### config.mk
export PLATFORM = sky130hd
export DESIGN_NAME = sram_b_burst_reader
export DESIGN_NICKNAME = d
export VERILOG_FILES = /design/src/rtl/sram_b_burst_reader.sv
export SDC_FILE = /design/constraint.sdc
export NUM_CORES = 1
export LEC_CHECK = 0
export ABC_AREA = 1
export CAP_MARGIN = 10
export CORE_MARGIN = 10
export CORE_UTILIZATION = 40
export DETAILED_ROUTE_END_ITERATION = 8
export GPL_TIMING_DRIVEN = 0
export PLACE_DENSITY_LB_ADDON = 0.05
export SLEW_MARGIN = 20
export SYNTH_ARGS = -nofsm -noshare
export SYNTH_HDL_FRONTEND = slang
export SYNTH_SLANG_ARGS = --single-unit
export TNS_END_PERCENT = 20
### constraint.sdc
create_clock -name CLK -period 2.2 [get_ports CLK]
set_clock_uncertainty 0.05 [all_clocks]
set_input_delay 0.44 -clock CLK [delete_from_list [all_inputs] [get_ports CLK]]
set_output_delay 0.44 -clock CLK [all_outputs]
set_load 0.005 [all_outputs]
### src/rtl/sram_b_burst_reader.sv
// sram_b_burst_reader: burst read client for the 1w:1r banked SRAM read port
//   req_valid/req_ready/req_addr/req_len : burst request (len = words-1)
//   CE1/A1/Q1                            : SRAM read port, Q1 valid one cycle after CE1
//   out_valid/out_ready/out_data/out_last: output stream
//   busy                                 : burst in progress
//   wrap_err (SRAM_B_BURST_READER_WRAP_CHECK_EN only): one-cycle pulse after
//   accepting a burst whose address range crosses 2^ABITS-1
module sram_b_burst_reader #(
  parameter int ABITS = 17,
  parameter int DBITS = 8,
  parameter int LBITS = 17
) (
  input  logic             CLK,
  input  logic             RST,
  input  logic             req_valid,
  output logic             req_ready,
  input  logic [ABITS-1:0] req_addr,
  input  logic [LBITS-1:0] req_len,
  output logic             CE1,
  output logic [ABITS-1:0] A1,
  input  logic [DBITS-1:0] Q1,
  output logic             out_valid,
  input  logic             out_ready,
  output logic [DBITS-1:0] out_data,
  output logic             out_last,
  output logic             busy
`ifdef SRAM_B_BURST_READER_WRAP_CHECK_EN
  ,
  output logic             wrap_err
`endif
);
  typedef enum logic [1:0] {IDLE, ISSUE, DRAIN} state_t;
  state_t state_q, state_d;
  logic [ABITS-1:0] addr_q;
  logic [LBITS-1:0] rem_q;
  logic if_q, if_last_q;
  logic [DBITS:0] mem_q [2];
  logic wp_q, rp_q;
  logic [1:0] cnt_q, cnt_d;
  logic pop, accept, credit, fin;
  assign pop    = out_valid & out_ready;
  assign accept = req_ready & req_valid;
  // every issued read must find a FIFO slot when its Q1 arrives
  assign credit = (cnt_q + 2'(if_q)) < (2'd2 + 2'(pop));
  assign fin    = CE1 && rem_q == '0;
  assign cnt_d  = cnt_q + 2'(if_q) - 2'(pop);
  always_ff @(posedge CLK) state_q <= RST ? IDLE : state_d;
  always_comb begin
    state_d = (state_q == IDLE && req_valid) ? ISSUE :
              (state_q == ISSUE && fin) ? DRAIN :
              (state_q == DRAIN && cnt_d == 2'd0 && !if_q) ? IDLE : state_q;
  end
  always_comb begin
    req_ready = state_q == IDLE;
    CE1       = state_q == ISSUE && credit;
    A1        = addr_q;
    busy      = state_q != IDLE;
  end
  always_ff @(posedge CLK) begin
    if (RST) begin
      addr_q    <= '0;
      rem_q     <= '0;
      if_q      <= 1'b0;
      if_last_q <= 1'b0;
      mem_q[0]  <= '0;
      mem_q[1]  <= '0;
      wp_q      <= 1'b0;
      rp_q      <= 1'b0;
      cnt_q     <= 2'd0;
    end else begin
      if (accept) begin
        addr_q <= req_addr;
        rem_q  <= req_len;
      end else if (CE1) begin
        addr_q <= addr_q + 1'b1;
        rem_q  <= fin ? rem_q : rem_q - 1'b1;
      end
      if_q      <= CE1;
      if_last_q <= fin;
      if (if_q) begin
        mem_q[wp_q] <= {if_last_q, Q1};
        wp_q        <= ~wp_q;
      end
      if (pop) rp_q <= ~rp_q;
      cnt_q <= cnt_d;
    end
  end
  assign out_valid = cnt_q != 2'd0;
  assign out_data  = mem_q[rp_q][DBITS-1:0];
  assign out_last  = out_valid & mem_q[rp_q][DBITS];
`ifdef SRAM_B_BURST_READER_WRAP_CHECK_EN
  localparam int SW = (ABITS > LBITS ? ABITS : LBITS) + 1;
  logic [SW-1:0] sum;
  logic wrap_q;
  assign sum = SW'(req_addr) + SW'(req_len);
  always_ff @(posedge CLK) wrap_q <= !RST && accept && (sum >> ABITS) != '0;
  assign wrap_err = wrap_q;
`endif
endmodule
==> After elaboration in Yosys (flattened, before gate mapping) <==
Memories as Yosys holds them, arrays and structs flattened. A register that Yosys moved wholly into a read port is not among the register bits.
Index checks and enable logic that the tools add are counted.
Widths: inputs -> output; s select.
{ "totals": {"regBits": 42, "ram_bits": 18, "in_bits": 46, "output_inout_bits": 30, "wordCells": 60, "mem_count": 1} }
{ "classes": {"addsub": 5, "order_cmp": 1, "eq_ne": 3, "n_mux": 18, "n_bitwise": 5, "reduce_logical": 18} }
{ "mem_list": {"columns": ["memory", "depth", "word_bits", "rd", "rd_ports_with_merged_regs", "write_ports", "line", "rtl"], "rows": [
  ["mem_q", 2, 9, 1, 1, 2, "37", "logic [DBITS:0] mem_q [2];"]
]} }
{ "ops": {"columns": ["operator", "n"], "rows": [
  ["$mux 17", 5],
  ["$add 17x1->17 const B", 1],
  ["$logic_not 17->1", 1],
  ["$sub 17x1->17 const B", 1],
  ["$mux 1", 10],
  ["$mux 9", 1],
  ["$reduce_or 9->1", 1],
  ["$reduce_bool 2->1", 4],
  ["$logic_and 1x1->1", 6],
  ["$logic_not 2->1", 2],
  ["$mux 2", 2],
  ["$and 1x1->1", 3],
  ["$reduce_bool 3->1", 1],
  ["$add 2x1->2", 1],
  ["$add 2x1->2 const A", 1],
  ["$eq 2x1->1 const B", 1],
  ["$eq 2x2->1 const B", 1],
  ["$lt 2x2->1", 1],
  ["$ne 2x2->1 const B", 1],
  ["$not 1->1", 2],
  ["$reduce_and 2->1", 1],
  ["$reduce_or 2->1", 1],
  ["$sub 2x1->2", 1],
  ["$logic_not 1->1", 1]
]} }

==> Depth between registers and ports, before layout <==
{ "depth": {"depth_word": 9, "depth_mapped": 17, "ltp_nobuf": 16} }

==> Worst setup path before layout <==
OpenSTA, ideal clock, no wires.
{ "synth_timing": {"path_type": "reg2reg", "start": "register if_q", "end": "register rem_q[15]", "setup_ns": 0.118, "t_arrival_ns": 1.736, "required_time_ns": 2.032, "path_slack_ns": 0.296, "path_stages_with_launch": 15, "path_buffers": 1, "period_less_slack_ns": 1.904, "cell_sequence": "dfxtp_1 ha_1 inv_1 ha_1 inv_1 ha_1 inv_1 nand2_2 clkinv_4 nand4_4 nand2_4 inv_4 buf_6 o21ai_1 nor2_1"} }
{ "synth_via": {"elab_chain_len": 6, "elab_cells_between_ends": 7, "classes_between": "add/sub: 1; order compare: 1; eq/ne: 1; reduce/logical: 4"} }
{ "synth_rtl": {"columns": ["item", "line", "rtl"], "rows": [
  ["start: declaration", "36", "logic if_q, if_last_q;"],
  ["start signal: assignment", "63", "if_q <= 1'b0;"],
  ["start signal: assignment", "78", "if_q <= CE1;"],
  ["$add 2x1->2 (*)", "44", "assign credit = (cnt_q + 2'(if_q)) < (2'd2 + 2'(pop));"],
  ["$lt 2x2->1 (*)", "44", null],
  ["$logic_and 1x1->1 (*)", "55", "CE1 = state_q == ISSUE && credit;"],
  ["via CE1", "19", "output logic CE1,"],
  ["$logic_and 1x1->1", "45", "assign fin = CE1 && rem_q == '0;"],
  ["$ne 2x2->1 (no line)", null, null],
  ["$reduce_and 2->1 (no line) (*)", null, null],
  ["end signal: assignment", "73", "rem_q <= req_len;"],
  ["end signal: assignment", "76", "rem_q <= fin ? rem_q : rem_q - 1'b1;"],
  ["end: declaration", "35", "logic [LBITS-1:0] rem_q;"]
]} }
The timed path passes the listed nets; every way through them passes the cells marked *.
A chain may end at the register's enable or synchronous reset.

==> Worst setup path after layout <==
{ "layout_timing": {"start": "register cnt_q[0]", "end": "output port CE1"} }
{ "layout_via": {"elab_chain_len": 5, "elab_cells_between_ends": 6, "classes_between": "add/sub: 2; order compare: 1; bitwise: 1; reduce/logical: 2"} }
{ "layout_rtl": {"columns": ["item", "line", "rtl"], "rows": [
  ["start: declaration", "39", "logic [1:0] cnt_q, cnt_d;"],
  ["start signal: assignment", "85", "cnt_q <= cnt_d;"],
  ["$reduce_bool 2->1", "88", "assign out_valid = cnt_q != 2'd0;"],
  ["$and 1x1->1", "41", "assign pop = out_valid & out_ready;"],
  ["$add 2x1->2", "44", null],
  ["$lt 2x2->1 (*)", "44", null],
  ["$logic_and 1x1->1 (*)", "55", null],
  ["end: declaration", "19", null]
]} }
Mark *: on every way between the ends. The rest lies on a longest branch, timed or not.

==> metrics <==
Post-Syn Instances 493; die height 113 um; Final #Nets 638; Placed Area 4360 um2; Max Root-Sink Buffers 2; per-cell routed wire length 14.5 um; min-delay src rp_q$_SDFFE_PP0P_; Data arrival, critical path 1.63 ns; PortBufs 75; Chip Width 113 um; Via Count 3477; Avg Vias per Cell 4.99; Slew @ Worst Pin 0.616 ns; clock slew at reported path FFs 0.07 ns; DRC 0; Post-DP HPWL 7540 um; Crit Path Class flip-flop to output port; VDD IR-drop max 0.403 mV; Post-Syn Nets 544; final setup vio count 0; clk sinks 61; final setup TNS 0 ns; GPL Wtd Cong 0.887; CTS Buf Count 9; switching share of power 34.3%; 1st-iter DRT viols 199; reg-to-reg critical path startpoint if_q$_SDFF_PP0_; Netlist cell types 36; share of cells above drive strength 1 13.7%; synthesis-to-layout area growth 35.2%; Seq cells post-synth 61; final wirelength 10100 um; ys async rst share 0%; Clock Power Share 28.5%; startpoint types flip-flop; vias in the first global route 3391; Hold-fix buffers, CTS 0; Mean Syn Cell Area 7.06 um2; CP required 1.71 ns; core footprint 8340 um2; Max-Cap Viols 0; Leak Pwr 2.01 nW; Max Fanout on Critical Path 3; Fmax 472 MHz; CTS tree built; Fin. Hold Viols 0; Combinational Power Share 34.4%; H-tree depth 3; clk_lat worst skew 0.35 ns; Slew HR 59.0%; clock root cell clkbuf_8; Final Max Tran Viols 0; post-layout min period 2.12 ns; worst setup path start cnt_q[0]$_SDFF_PP0_; Place WS -0.683 ns; Filler cells 842; global-route wire length before repair 16600 um; Overflow after GRT 0; YS warnings 0; # diodes 0; Synth Flop Type dfxtp_1; period utilization 96.4%; die area 12800 um2; worst hold-check path type flip-flop to flip-flop; largest net degree at the start of global routing 13; initial antenna violation count 0; crit path capture type output port; row count 33; Ports 76; power density over the cells 844 nW/um2; total routing usage reported by global routing 15.8%; Int Pwr 0.00260 W; status finished, final reports clean; Final Instance Area 4700 um2; Seq/Total Area, Yosys 40.3%; Post-DRT Antenna Nets 0; number of flops mapped to enable cells by yosys 18; Synth Cell Area 3480 um2; Starting Density 41.7%; Final WS setup 0.0798 ns; Pre-Repair DR Iteration Count 5; NetSw 0.00136 W; Seq pwr share 37.0%
-- layer usage --
layer | track usage (%) | vias up | part of all wire, %
met2 | 26.8 | 88 | 50
met1 | 18.3 | 1601 | 42
met3 | 4.91 | 6 | 6.9
met4 | 5.41 | 0 | 0.76
met5 | 0 | - | 0
li1 | - | 1782 | -
-- cell usage in the layout (no fill, tap or decap), types with 3 or more instances in the layout --
cell type / Yosys / routed
nand2_2: 5 / 6
buf_6: 2 / 3
nor3_1: 8 / 8
nor2_4: 3 / 3
dfxtp_1: 43 / 39
a21oi_1: 28 / 28
nand3_1: 27 / 26
clkbuf_1: 5 / 3
clkbuf_8: 0 / 9
edfxtp_1: 18 / 18
nor2_1: 81 / 81
nand4_1: 6 / 6
nor2_2: 6 / 6
inv_1: 52 / 50
dfxtp_2: 0 / 3
o21ai_0: 34 / 34
xor2_1: 5 / 5
inv_2: 2 / 4
nand2_1: 116 / 114
o21bai_1: 4 / 4
buf_2: 8 / 8
buf_4: 3 / 11
o21ai_1: 7 / 7
clkdlybuf4s50_1: 0 / 72
mux2_2: 8 / 8
-- what timing repair did --
| action | in CTS | in global routing |
|---|---|---|
| endpoints found under the setup margin | 27 | 34 |
| pin swaps | 1 | 4 |
| setup buffers | 2 | 7 |
| resized for setup | 11 | 13 |
-- kinds of logic (layout without fill, tap and decap cells) --
group | Yosys count | count (layout) | synth area share [%]
XOR/XNOR | 7 | 7 | 1.76
multiplexers | 8 | 8 | 2.59
buffers and inverters | 74 | 173 | 9.24
AND/OR/NAND/NOR | 258 | 258 | 32.1
adder cells (fa/ha/maj) | 5 | 5 | 1.80
flip-flops | 61 | 61 | 40.3
AO/OA/AOI/OAI | 80 | 80 | 12.3
-- per-stage QoR --
stage	std cells	util, %	hold WS [ns]	power, W
floorplan	493	-	0.376	0.00227
global placement	673	52.3	0.391	0.00275
detailed placement	673	52.3	0.403	0.00277
CTS	690	55.3	0.407	0.00393
global route	697	56.4	0.429	0.00424
finish	697	56.4	0.402	0.00397
-- worst max-delay path: stages (launching register included) --
cell      delay, ns
dfxtp_2        0.34
ha_4           0.25
inv_1          0.03
ha_2           0.15
inv_1          0.05
ha_2           0.17
inv_2          0.04
nand2_4        0.08
clkinv_4       0.05
buf_2          0.12
-- cells in the mapped netlist, types with 6 or more instances --
master / count / area share [%]
nor2_1: 81 / 8.7
nand3_1: 27 / 3.9
nor3_1: 8 / 1.2
o21ai_0: 34 / 4.9
o21ai_1: 7 / 1.0
a21oi_1: 28 / 4.0
nand2_1: 116 / 13
edfxtp_1: 18 / 16
nor2_2: 6 / 1.1
buf_2: 8 / 1.2
nand4_1: 6 / 1.1
inv_1: 52 / 5.6
mux2_2: 8 / 2.6
dfxtp_1: 43 / 25
-- sequential cells by signal, summed over array words and instances, names as in the netlist, named ones only --
register,count
rem_q,17
mem_q,18
cnt_q,2
state_q,2
A1,17
rp_q,1
wp_q,1
if_q,1
if_last_q,1
-- cell type report --
cell class                 count  area [um2]  share of cell area (%)
buffer                        17         104                    2.21
clock buffer                   9         124                    2.63
clock inverter                 7        97.6                    2.08
inverter                      56         218                    4.63
multi-input combinational    358        1800                    38.2
sequential                    61        1410                    30.0
tap                          105         131                    2.79
timing repair buffer          84         822                    17.5
-- final timing paths --
path	endpoint	slack, ns	depth (start not counted)
max	CE1	0.08	9
min	flip-flop	0.40	1
max reg2reg	rem_q[15]$_SDFFE_PP0P_	0.11	15
min reg2reg	flip-flop	0.40	1
-- power by group through the flow --
stage / registers, W / clock network [W] / logic (W)
4_1_cts: 0.00146 / 0.00116 / 0.00131
3_3_place_gp: 0.00146 / 0 / 0.00130
3_5_place_dp: 0.00146 / 0 / 0.00131
2_1_floorplan: 0.00143 / 0 / 0.000836
5_1_grt: 0.00149 / 0.00121 / 0.00154
6_report: 0.00147 / 0.00113 / 0.00137
(Power assumes the default switching activity.)
